File: src/rtl/handshake_window_seq_if.sv
// Handshake bundle between a requesting master and handshake_window_seq.
//   start, c, b          : master -> sequencer (request, phase-1, phase-2)
//   ce, busy, done, err  : sequencer -> master (enable, busy, outcome pulses)
//   err_code             : classified failure reason, held until next start
//   ok_cnt, fail_cnt     : saturating outcome counters (CNT_W wide)
interface handshake_window_seq_if #(
  parameter int CNT_W = 8
) ();
  logic             start;
  logic             c;
  logic             b;
  logic             ce;
  logic             busy;
  logic             done;
  logic             err;
  logic [1:0]       err_code;
  logic [CNT_W-1:0] ok_cnt;
  logic [CNT_W-1:0] fail_cnt;

  modport master (
    output start, c, b,
    input  ce, busy, done, err, err_code, ok_cnt, fail_cnt
  );

  modport slave (
    input  start, c, b,
    output ce, busy, done, err, err_code, ok_cnt, fail_cnt
  );
endinterface

File: src/rtl/handshake_window_seq.sv
// Windowed handshake transaction sequencer.
// A start pulse in IDLE opens a transaction and raises ce. The unit must
// answer with c within 1..WIN_MAX cycles and with b exactly one cycle
// after c. Outcome is reported as a one-cycle done or err pulse plus a
// held err_code; saturating ok/fail counters track the history.
// Ports:
//   clk    : rising-edge clock
//   rst_n  : asynchronous active-low reset
//   bus    : handshake_window_seq_if.slave (start/c/b in; ce/busy/done/err/
//            err_code/ok_cnt/fail_cnt out, all registered)
// Optional build macro HWSEQ_SVA_EN compiles in protocol assertions.
module handshake_window_seq #(
  parameter int WIN_MAX = 5,
  parameter int CNT_W   = 8
) (
  input  logic                  clk,
  input  logic                  rst_n,
  handshake_window_seq_if.slave bus
);

  localparam int WW = $clog2(WIN_MAX + 1);
  localparam logic [WW-1:0]    WMAX    = WW'(WIN_MAX);
  localparam logic [CNT_W-1:0] CNT_MAX = '1;

  typedef enum logic [1:0] {IDLE, WAIT_C, WAIT_B} state_e;

  state_e           state_q, state_d;
  logic [WW-1:0]    wcnt_q, wcnt_d;
  logic             busy_q, busy_d;
  logic             done_q, done_d;
  logic             err_q, err_d;
  logic [1:0]       code_q, code_d;
  logic [CNT_W-1:0] ok_q, ok_d;
  logic [CNT_W-1:0] fail_q, fail_d;

  always_comb begin
    state_d = state_q;
    wcnt_d  = wcnt_q;
    done_d  = 1'b0;
    err_d   = 1'b0;
    code_d  = code_q;
    ok_d    = ok_q;
    fail_d  = fail_q;
    case (state_q)
      IDLE: begin
        // c and b are don't-care here; only start opens a transaction
        if (bus.start) begin
          state_d = WAIT_C;
          wcnt_d  = WW'(1);
          code_d  = 2'b00;
        end
      end
      WAIT_C: begin
        // b is deliberately ignored in this state, even alongside c
        if (bus.c) begin
          state_d = WAIT_B;
        end else if (wcnt_q == WMAX) begin
          state_d = IDLE;
          err_d   = 1'b1;
          code_d  = 2'b01;
          fail_d  = (fail_q == CNT_MAX) ? fail_q : fail_q + CNT_W'(1);
        end else begin
          wcnt_d = wcnt_q + WW'(1);
        end
      end
      WAIT_B: begin
        state_d = IDLE;
        if (bus.b) begin
          done_d = 1'b1;
          ok_d   = (ok_q == CNT_MAX) ? ok_q : ok_q + CNT_W'(1);
        end else begin
          err_d  = 1'b1;
          code_d = 2'b10;
          fail_d = (fail_q == CNT_MAX) ? fail_q : fail_q + CNT_W'(1);
        end
      end
      default: state_d = IDLE;
    endcase
    // busy/ce follow the next state so they are plain flops at the output
    busy_d = (state_d != IDLE);
  end

  always_ff @(posedge clk or negedge rst_n) begin
    if (!rst_n) begin
      state_q <= IDLE;
      wcnt_q  <= '0;
      busy_q  <= 1'b0;
      done_q  <= 1'b0;
      err_q   <= 1'b0;
      code_q  <= 2'b00;
      ok_q    <= '0;
      fail_q  <= '0;
    end else begin
      state_q <= state_d;
      wcnt_q  <= wcnt_d;
      busy_q  <= busy_d;
      done_q  <= done_d;
      err_q   <= err_d;
      code_q  <= code_d;
      ok_q    <= ok_d;
      fail_q  <= fail_d;
    end
  end

  assign bus.ce       = busy_q;
  assign bus.busy     = busy_q;
  assign bus.done     = done_q;
  assign bus.err      = err_q;
  assign bus.err_code = code_q;
  assign bus.ok_cnt   = ok_q;
  assign bus.fail_cnt = fail_q;

`ifdef HWSEQ_SVA_EN
  // Length of the current busy run, saturating just past the legal bound.
  localparam int RW = $clog2(WIN_MAX + 3);
  logic [RW-1:0] run_q;

  always_ff @(posedge clk or negedge rst_n) begin
    if (!rst_n)                         run_q <= '0;
    else if (!busy_q)                   run_q <= '0;
    else if (run_q != RW'(WIN_MAX + 2)) run_q <= run_q + RW'(1);
  end

  a_done_cause: assert property (@(posedge clk) disable iff (!rst_n)
    done_q |-> ($past(bus.b) && $past(busy_q)))
    else $error("%0t: done without preceding b while busy", $time);

  a_done_err_excl: assert property (@(posedge clk) disable iff (!rst_n)
    !(done_q && err_q))
    else $error("%0t: done and err high together", $time);

  a_ce_held: assert property (@(posedge clk) disable iff (!rst_n)
    (state_q != IDLE) |-> bus.ce)
    else $error("%0t: ce low during transaction", $time);

  a_busy_bound: assert property (@(posedge clk) disable iff (!rst_n)
    run_q <= RW'(WIN_MAX + 1))
    else $error("%0t: transaction exceeded WIN_MAX+1 busy cycles", $time);
`else
  // No protocol checkers in this build.
`endif

endmodule

File: src/flat_wrapper.sv
// flat-port wrapper written by rule: the top's interface ports become plain ports
module handshake_window_seq_flat 
#(
  parameter int WIN_MAX = 5,
  parameter int CNT_W   = 8
)
  (clk, rst_n, bus_start, bus_c, bus_b, bus_ce, bus_busy, bus_done, bus_err, bus_err_code, bus_ok_cnt, bus_fail_cnt);
  handshake_window_seq_if #(.CNT_W(CNT_W)) bus_i ();
  input  logic clk;
  input  logic rst_n;
  input wire logic [$bits(bus_i.start)-1:0] bus_start;
  input wire logic [$bits(bus_i.c)-1:0] bus_c;
  input wire logic [$bits(bus_i.b)-1:0] bus_b;
  output wire logic [$bits(bus_i.ce)-1:0] bus_ce;
  output wire logic [$bits(bus_i.busy)-1:0] bus_busy;
  output wire logic [$bits(bus_i.done)-1:0] bus_done;
  output wire logic [$bits(bus_i.err)-1:0] bus_err;
  output wire logic [$bits(bus_i.err_code)-1:0] bus_err_code;
  output wire logic [$bits(bus_i.ok_cnt)-1:0] bus_ok_cnt;
  output wire logic [$bits(bus_i.fail_cnt)-1:0] bus_fail_cnt;
  assign bus_i.start = bus_start;
  assign bus_i.c = bus_c;
  assign bus_i.b = bus_b;
  assign bus_ce = bus_i.ce;
  assign bus_busy = bus_i.busy;
  assign bus_done = bus_i.done;
  assign bus_err = bus_i.err;
  assign bus_err_code = bus_i.err_code;
  assign bus_ok_cnt = bus_i.ok_cnt;
  assign bus_fail_cnt = bus_i.fail_cnt;
  handshake_window_seq #(.WIN_MAX(WIN_MAX), .CNT_W(CNT_W)) u_core (.clk(clk), .rst_n(rst_n), .bus(bus_i));
endmodule
File: config.mk
export PLATFORM = sky130hd
export DESIGN_NAME = handshake_window_seq_flat
export DESIGN_NICKNAME = d
export VERILOG_FILES = /design/src/rtl/handshake_window_seq_if.sv /design/src/rtl/handshake_window_seq.sv /design/src/flat_wrapper.sv
export SDC_FILE = /design/constraint.sdc
export NUM_CORES = 1
export LEC_CHECK = 0
export ABC_AREA = 1
export CAP_MARGIN = 20
export CORE_MARGIN = 5
export CORE_UTILIZATION = 54
export CTS_BUF_LIST = sky130_fd_sc_hd__clkbuf_8
export DETAILED_ROUTE_END_ITERATION = 10
export GPL_TIMING_DRIVEN = 0
export PLACE_DENSITY = 0.8
export SLEW_MARGIN = 25
export SYNTH_ARGS = -nofsm -noshare
export SYNTH_HDL_FRONTEND = slang
export SYNTH_SLANG_ARGS = --single-unit
File: constraint.sdc
create_clock -name clk -period 2 [get_ports clk]
set_input_delay 0.3 -clock clk [delete_from_list [all_inputs] [get_ports clk]]
set_output_delay 0.3 -clock clk [all_outputs]
set_load 0.005 [all_outputs]
; ---- After elaboration in Yosys (flattened, before gate mapping)
; Index checks and enable logic that the tools add are counted.
[word_totals]
regBits = 26
in_bits = 5
out_inout_bits = 22
[op_classes]
n_reduce_logical = 9
addsub = 3
bitwise = 1
n_eq_ne = 10
n_mux = 24
[ops]
columns = operator, count
row1 = 2-to-1 mux 8 bit, 4
row2 = "adder 8 x 1 -> 8 bit, second input constant", 2
row3 = "equality test 8 bit, second input constant", 2
row4 = one-hot mux 8 bit (2 select lines), 1
row5 = 2-to-1 mux 2 bit, 7
row6 = 2-to-1 mux 3 bit, 3
row7 = "inequality test 2 bit, second input constant", 4
row8 = AND reduction 4 bit, 2
row9 = one-hot mux 2 bit (3 select lines), 1
row10 = one-hot mux 3 bit (2 select lines), 1
row11 = nonzero test 2 bit, 3
row12 = 2-to-1 mux 1 bit, 5
row13 = AND reduction 5 bit, 1
row14 = one-hot mux 2 bit (2 select lines), 1
row15 = "adder 3 x 1 -> 3 bit, second input constant", 1
row16 = "equality test 3 bit, second input constant", 1
row17 = AND reduction 3 bit, 1
row18 = nonzero test 3 bit, 1
row19 = "equality test 2 x 1 -> 1 bit, second input constant", 1
row20 = "equality test 2 bit, second input constant", 1
row21 = zero test 2 bit, 1
row22 = "inequality test 2 x 1 -> 1 bit, second input constant", 1
row23 = one-hot mux 1 bit (2 select lines), 1
row24 = NOT 1 bit, 1

; ---- Longest topological paths before layout
[logic_depth]
word_depth = 5
ltp_mapped = 10

; ---- Least setup slack after synthesis
; Ideal clock, no wire load.
[synth_path]
path_kind = flip-flop to flip-flop
startpoint = reg u_core.state_q[0]
endpoint = reg u_core.ok_q[5] (netlist: u_core.bus.ok_cnt[5])
period_less_slack_ps = 1428
setup_time_ps = 116
required_ps = 1884
setup_slack_ps = 572
n_path_buf = 0
arrival_ps = 1312
path_stages_with_launch = 9
cell_sequence = dfrtp_1 > inv_1 > ha_1 > nand2_1 > bufinv_8 > nand2_4 > inv_4 > nand2_1 > nand2_1
[synth_between]
elab_chain_len = 2
[synth_lines]
columns = item, line_no
row1 = "start, declared", handshake_window_seq.sv:27  ; state_e state_q, state_d;
row2 = "start signal, assigned", handshake_window_seq.sv:94  ; state_q <= state_d;
row3 = equality test 2 bit, handshake_window_seq.sv:44  ; case (state_q)
row4 = AND reduction 3 bit (no source line), -
row5 = "end signal, assigned", handshake_window_seq.sv:100  ; ok_q <= ok_d;
row6 = "end, declared", handshake_window_seq.sv:33  ; logic [CNT_W-1:0] ok_q, ok_d;
; Every way passes these cells.
; A chain may end at the register's enable or synchronous reset.

; ---- Final worst setup path
[layout_path]
startpoint = reg u_core.state_q[0]
endpoint = reg u_core.ok_q[0] (netlist: u_core.bus.ok_cnt[0])
; The elaborated chain is that of the path after synthesis.

==> results by group <==
Yosys
  – Post-synthesis simple-gate area fraction: between 30% and 40%
  – Post-synthesis mux area share: 0%
  – Yosys reg bits: 26
  – Sequential fraction of the synthesis area: 42.45%
  – Syn Area/Cell: just over 8 sq um
  – Leading post-synthesis cells by cell area: dfrtp_1 42%, nand2_1 19%, ha_1 7.3%, inv_1 3.9%, o21ai_0 2.9%
  – Syn nets: 204
  – Post-synth top area share: between 40% and 50%
  – Post-Syn Instances: 190
  – Yosys top cell by area: dfrtp_1
  – Main combinational cell family by area after synthesis: simple AND/OR/NAND/NOR gates
  – Netlist cell types: 25
  – Post-synthesis xor/xnor area fraction: 4.000%
  – Mapped cell area: around 1500 sq um
  – Synth Area in Adders: around 7.3%
  – Synth Warn #: 0
  – Synth Area in Compound Gates: under 10%

Timing
  – Min Tclk post-route: between 1500 and 2000 ps
  – Slew HR: between 60 and 70%
  – Setup_tns: 0 ps
  – Final hold vios: 0
  – Max-slew violations: 0
  – Setup violations, final: 0
  – Final period util: a little over 80%
  – RSZ-0062 raised after global routing: no
  – Clk_skew: ~2 ps
  – Fmax achieved: ~610 MHz
  – Worst-margin pin slew: 575.4 ps

Final layout
  – Commonest non-fill, non-tap cell in the layout: nand2_1
  – Commonest non-fill, non-tap cells in the layout: 79 x nand2_1, 26 x dfrtp_1, 25 x clkdlybuf4s50_1
  – Share of post-route cells with drive strength above 1: 10.45%
  – Area of the multi-input gates: 787.0 sq um
  – FILL cells: around 230
  – Ant. Diodes: 0
  – Nets: 235
  – Sequential Area: between 600 and 700 sq um
  – Area grow syn2layout: 22.78%

Worst hold path
  – HP Class: input pin to asynchronous set/reset pin

Clock network
  – Worst skew pair latency: 270 ps
  – Clk buf depth: 2
  – CTS tree: done
  – H-tree levels: 1
  – CTS Hold Bufs: 0
  – Root buffer cell: clkbuf_8
  – Post-CTS setup buffer count: 0
  – Num CTS Buffers: 3
  – Post_cts resized: 0
  – CTS Sinks: 26
  – Clk slew on worst S/H paths: about 90 ps

Global route
  – GRT Overall Usage: 16.77%
  – First-pass GRT wire length: between 5000 and 6000 um
  – Number of global-route vias before repair: approximately 1,300
  – Largest net degree at the start of global routing: 27
  – Grt ovf: 0
  – Initial antenna violation count: 0

Detailed routing
  – DRC Markers: 0
  – Iteration-0 DRC Markers: slightly above 70
  – Drt first pass iters: 4
  – WL/cell: roughly 12 um
  – Routed vias/inst: 5.215
  – WL final: about 3100 um
  – Routed Antenna Nets: 0
  – Routed vias: 1,309

Setup path
  – CP endpoint kind: register
  – R2r worst-path depth: 8
  – CP top delay family: simple AND/OR/NAND/NOR gates
  – Buffers & Inverters on Critical Path: 3
  – R2R Path Start: u_core.state_q[0]
  – CP Data Arrival Time: 1810 ps
  – Levels on crit path: 8
  – Crit path launch: u_core.state_q[0]
  – CP Max Fanout: 9
  – Critical path type: register to register
  – Slowest cell on the critical path: dfrtp_1
  – Crit path largest cell delay: 410 ps
  – R2R setup slack: between 300 and 400 ps
  – Crit-path cells: inv_1, ha_1, nand2_1, bufinv_8, nand2_4, inv_4, nand2_1, nand2_1
  – Crit path launch type: register
  – Most frequent cell on the critical path: nand2_1
  – Reg-to-Reg End: u_core.bus.ok_cnt[0]
  – Req. time, crit path: 2170 ps

Power and ir drop
  – Clock Power Share: around 17%
  – Tot Pwr: ~2.1 mW
  – Internal power: roughly 1.3 mW
  – Sw Share: approximately two fifths
  – Net switching power: 0.8041 mW
  – P per Cell Area: about 1100 nW/um^2
  – Comb power frac: approximately 45%
  – Maximum vdd drop: between 0.0008 and 0.0009 V
  – Flop pwr share: 38.7%
  – P_leak: ~0.9 nW

Run
  – Max_cap viols: 0

Place
  – Hpwl dp: about 2400 um
  – # port buffers: 26
  – Gpl congestion: 0.8070

Die
  – # IOs: 27
  – CORE AREA: 2734 sq um
  – Chip Height: approximately 63 um
  – Initial Util: 56.06%
  – Row count: 19
  – Die area: 4004 sq um
  – Die Wd: 63.28 um

Run status
  – Status: complete, no violations
power groups by stage:
stage | combinational [mW] | clock [mW] | sequential [mW]
after floorplan | 0.579 | 0 | 0.799
after global placement | 0.888 | 0 | 0.804
after detailed placement | 0.937 | 0 | 0.815
after CTS | 0.946 | 0.348 | 0.808
after global routing | 1.05 | 0.374 | 0.828
final | 0.927 | 0.347 | 0.805
metal layers:
layer / GRT usage, % / wire length (um)
met5: 0 / 0
met4: 6.494 / 59
met3: 2.842 / 90
met2: 30.51 / 1646
met1: 19.33 / 1277
through the flow:
stage               instance area, sq um  hold slack, ps  util, %  std cells  worst slack [ps]
detailed placement                  1827           333.2    66.82        247             375.9
global route                        1882           61.60    68.83        251             201.3
finish                              1882           10.32    68.83        251             361.7
floorplan                           1533           4.409        -        190             571.9
CTS                                 1882           36.94    68.83        251             358.9
global placement                    1832           479.3    67.00        247             321.7
layout make-up:
class	instances	share of cell area, %
clock buffer	4	2.926
tap	31	2.061
multi-input combinational	144	41.82
buffer	1	0.3989
inverter	19	4.654
sequential	26	34.57
timing repair buffer	26	13.56
worst register-to-register path, cell delays in order, from the launching register on:
cell,delay [ps]
dfrtp_1,410
inv_1,120
ha_1,240
nand2_1,220
bufinv_8,250
nand2_4,120
inv_4,60
nand2_1,60
nand2_1,50
kinds of logic after synthesis:
family          after synthesis
flops                        26
fa+ha+maj                     9
buf+inv                      20
compound gates               13
xor+xnor                      7
simple gates                115
synthesized netlist by cell type:
master / number
o21ai_0: 9
inv_2: 1
nand4_1: 6
nor2_4: 1
xor2_1: 2
nand3_4: 1
nand2_1: 79
a21boi_0: 1
inv_4: 1
o21ai_1: 3
ha_1: 9
xnor2_1: 5
nor2_1: 8
dfrtp_1: 26
nand3_2: 1
inv_1: 16
nor2_8: 1
or2_2: 1
bufinv_8: 1
nand3b_1: 2
buf_4: 1
nand2_4: 3
nand3_1: 6
nand2_2: 3
nor2_2: 3
state kept, by name (all words and copies together), names as in the netlist:
signal               count
u_core.bus.fail_cnt      8
u_core.bus.ok_cnt        8
u_core.wcnt_q            3
u_core.bus.err_code      2
u_core.state_q           2
u_core.bus.busy          1
u_core.bus.done          1
u_core.bus.err           1
how the worst max path moves through the flow:
| stage | end | slack, ps |
|---|---|---|
| 3_5_place_dp | u_core.bus.ok_cnt[1] | 380 |
| 4_1_cts | u_core.bus.ok_cnt[1] | 360 |
| 6_report | u_core.bus.ok_cnt[0] | 360 |
| 5_1_grt | u_core.bus.ok_cnt[5] | 200 |
| 3_3_place_gp | u_core.wcnt_q[0] | 320 |
| 2_1_floorplan | u_core.bus.ok_cnt[5] | 570 |
Power figures use the tool's default switching activity.
==> RTL edit (same settings) <==
Encoding of `state_e`: now one-hot (3 bits for 3 states).
--- a/src/rtl/handshake_window_seq.sv
+++ b/src/rtl/handshake_window_seq.sv
@@ -24,3 +24,3 @@
 
-  typedef enum logic [1:0] {IDLE, WAIT_C, WAIT_B} state_e;
+  typedef enum logic [2:0] {IDLE = 3'b001, WAIT_C = 3'b010, WAIT_B = 3'b100} state_e;
 
Formal check against the unedited RTL: same outputs for any inputs over 10 cycles, from zero or initial values and one cycle with rst_n low; not proved beyond that.
==> RTL edit against the original RTL <==
Core utilization is 0.69 points lower; worst setup slack got worse by 5.2 ps; critical path depth unchanged; sequential cell count increased by 1; hold slack gained 12 ps; cell area is 1.9% lower; via count up 0.31%; synthesized area is 1.6% lower; wire length increased by 1.4%; count of clock-buffer cells in the layout down 1; critical path type unchanged; largest cell class unchanged.
Power is not compared: it rests on default switching activity, and its combinational part moved more than twofold at a synthesized area within 25%.
==> RTL edit: results (changes against the original RTL) <==
metric,value,unit,change
met2 Resource Use GR,30.05,%,was 30.51%
CTS buffer count,3,,unchanged
Commonest cells post-synth,"72 x nand2_1, 26 x dfrtp_1, 24 x inv_1",,"was 79 x nand2_1, 26 x dfrtp_1, 16 x inv_1"
Mapped Nets,201,,was 204
first-pass GRT wire length,5.713,mm,was 5.506 mm
largest net degree at the start of global routing,28,,was 27
met3 track demand over resource,3.777,%,was 2.842%
CP max FO,7,,was 9
share of layout cells above drive strength 1,9.009,%,was 10.45%
max frequency,608.4,MHz,was 610.4 MHz
global placer's final weighted congestion,0.8371,,was 0.8070
CTS H-tree depth,1,,unchanged
worst setup path startpoint,u_core.bus.fail_cnt[0]$_DFFE_PN0P_,,was u_core.state_q[0]$_DFF_PN0_
setup bufs post-CTS,0,,unchanged
worst r2r src,u_core.bus.fail_cnt[0]$_DFFE_PN0P_,,was u_core.state_q[0]$_DFF_PN0_
Nets,232,,was 235
Worst Skew,1.330,ps,was 1.995 ps
1st-iter DRT viols,122,,was 72
initial antenna violation count,0,,unchanged
Post-synth EDFFs,0,,unchanged
routed vias,1313,,"was 1,309"
GRT Overall Usage,17.45,%,was 16.77%
first-pass detailed-route iteration total,5,,was 4
largest cells by area after synthesis,"dfrtp_1 43%, nand2_1 18%, inv_1 6.0%",,"was dfrtp_1 42%, nand2_1 19%, ha_1 7.3%"
Fin Hold WS,22.39,ps,was 10.32 ps
mux cell area share after synthesis,0,%,unchanged
sequential share of the synthesized area,44.90,%,was 42.45%
met1 Use GR,20.75,%,was 19.33%
Synth Area in Compound Gates,5.394,%,was 4.408%
Adder-Cell Fraction of Synth Area,3.320,%,was 7.347%
HPWL Detailed,2.336,mm,was 2.417 mm
worst reg2reg path endpoint,u_core.bus.fail_cnt[7]$_DFFE_PN0P_,,was u_core.bus.ok_cnt[0]$_DFFE_PN0P_
relative slew slack,60.09,%,was 61.64%
status,"complete, no violations",,unchanged
Synth Area in XOR/XNOR,4.647,%,was 4.000%
DP Worst Slack,369.2,ps,was 375.9 ps
VDD IR max,680.1,µV,
vias in the first global route,1355,,"was 1,292"
Arrival @ worst endpoint,1860,ps,was 1810 ps
WL/cell,12.32,µm,was 12.24 µm
RTL edit: cell types whose count changed after synthesis, sizes merged, moves of 2 or more:
| cell | change |
|---|---|
| nand2 | -9 |
| nand3 | +5 |
| nor2 | +2 |
| buf | +2 |
| o21bai | +2 |
| ha | -5 |
| o21ai | -3 |
| inv | +7 |
| xor2 | +2 |
RTL edit: kinds of logic (layout without fill, tap and decap cells):
family          Yosys count  in the layout
compound gates           13             13
xor+xnor                  8              8
fa+ha+maj                 4              4
buf+inv                  28             58
flops                    27             27
simple gates            112            112
RTL edit: layout make-up:
type | count | area, µm²
Sequential cell | 27 | 676.9
Tap cell | 31 | 38.79
Buffer | 3 | 30.03
Timing Repair Buffer | 26 | 255.2
Clock buffer | 3 | 41.29
Inverter | 25 | 93.84
Fill cell | 246 | 863.3
Multi-Input combinational cell | 137 | 706.9
Clock inverter | 1 | 3.754
RTL edit: metal layers:
metal  part of all wire, %  vias up
met5                     0        -
met4                   1.6        0
met3                   3.6        8
met2                    50       32
met1                    44      616
li1                      -      657
RTL edit: report_power, final:
group	internal [mW]	leakage, nW	total, mW	switching [mW]
clock network	0.138	0.0269	0.307	0.169
registers	0.631	0.361	0.728	0.0972
logic	0.213	0.579	0.434	0.221
RTL edit: through the flow:
step           utilization, %  instance area [µm²]  power (mW)  std cells
3_5_place_dp            66.48                 1802       1.173        249
4_1_cts                 68.14                 1847       1.482        253
5_1_grt                 68.14                 1847       1.577        253
3_3_place_gp            66.67                 1807       1.141        249
2_1_floorplan               -                 1508      0.9779        192
6_report                68.14                 1847       1.469        253
RTL edit: critical path, cell delays in order, from the launching register on:
cell     delay [ps]
dfrtp_1         430
ha_1            250
nand3_1         140
inv_1            70
nand2_1         230
nand2_1          80
nor2_1          190
nand3_1         110
nand2_1          70
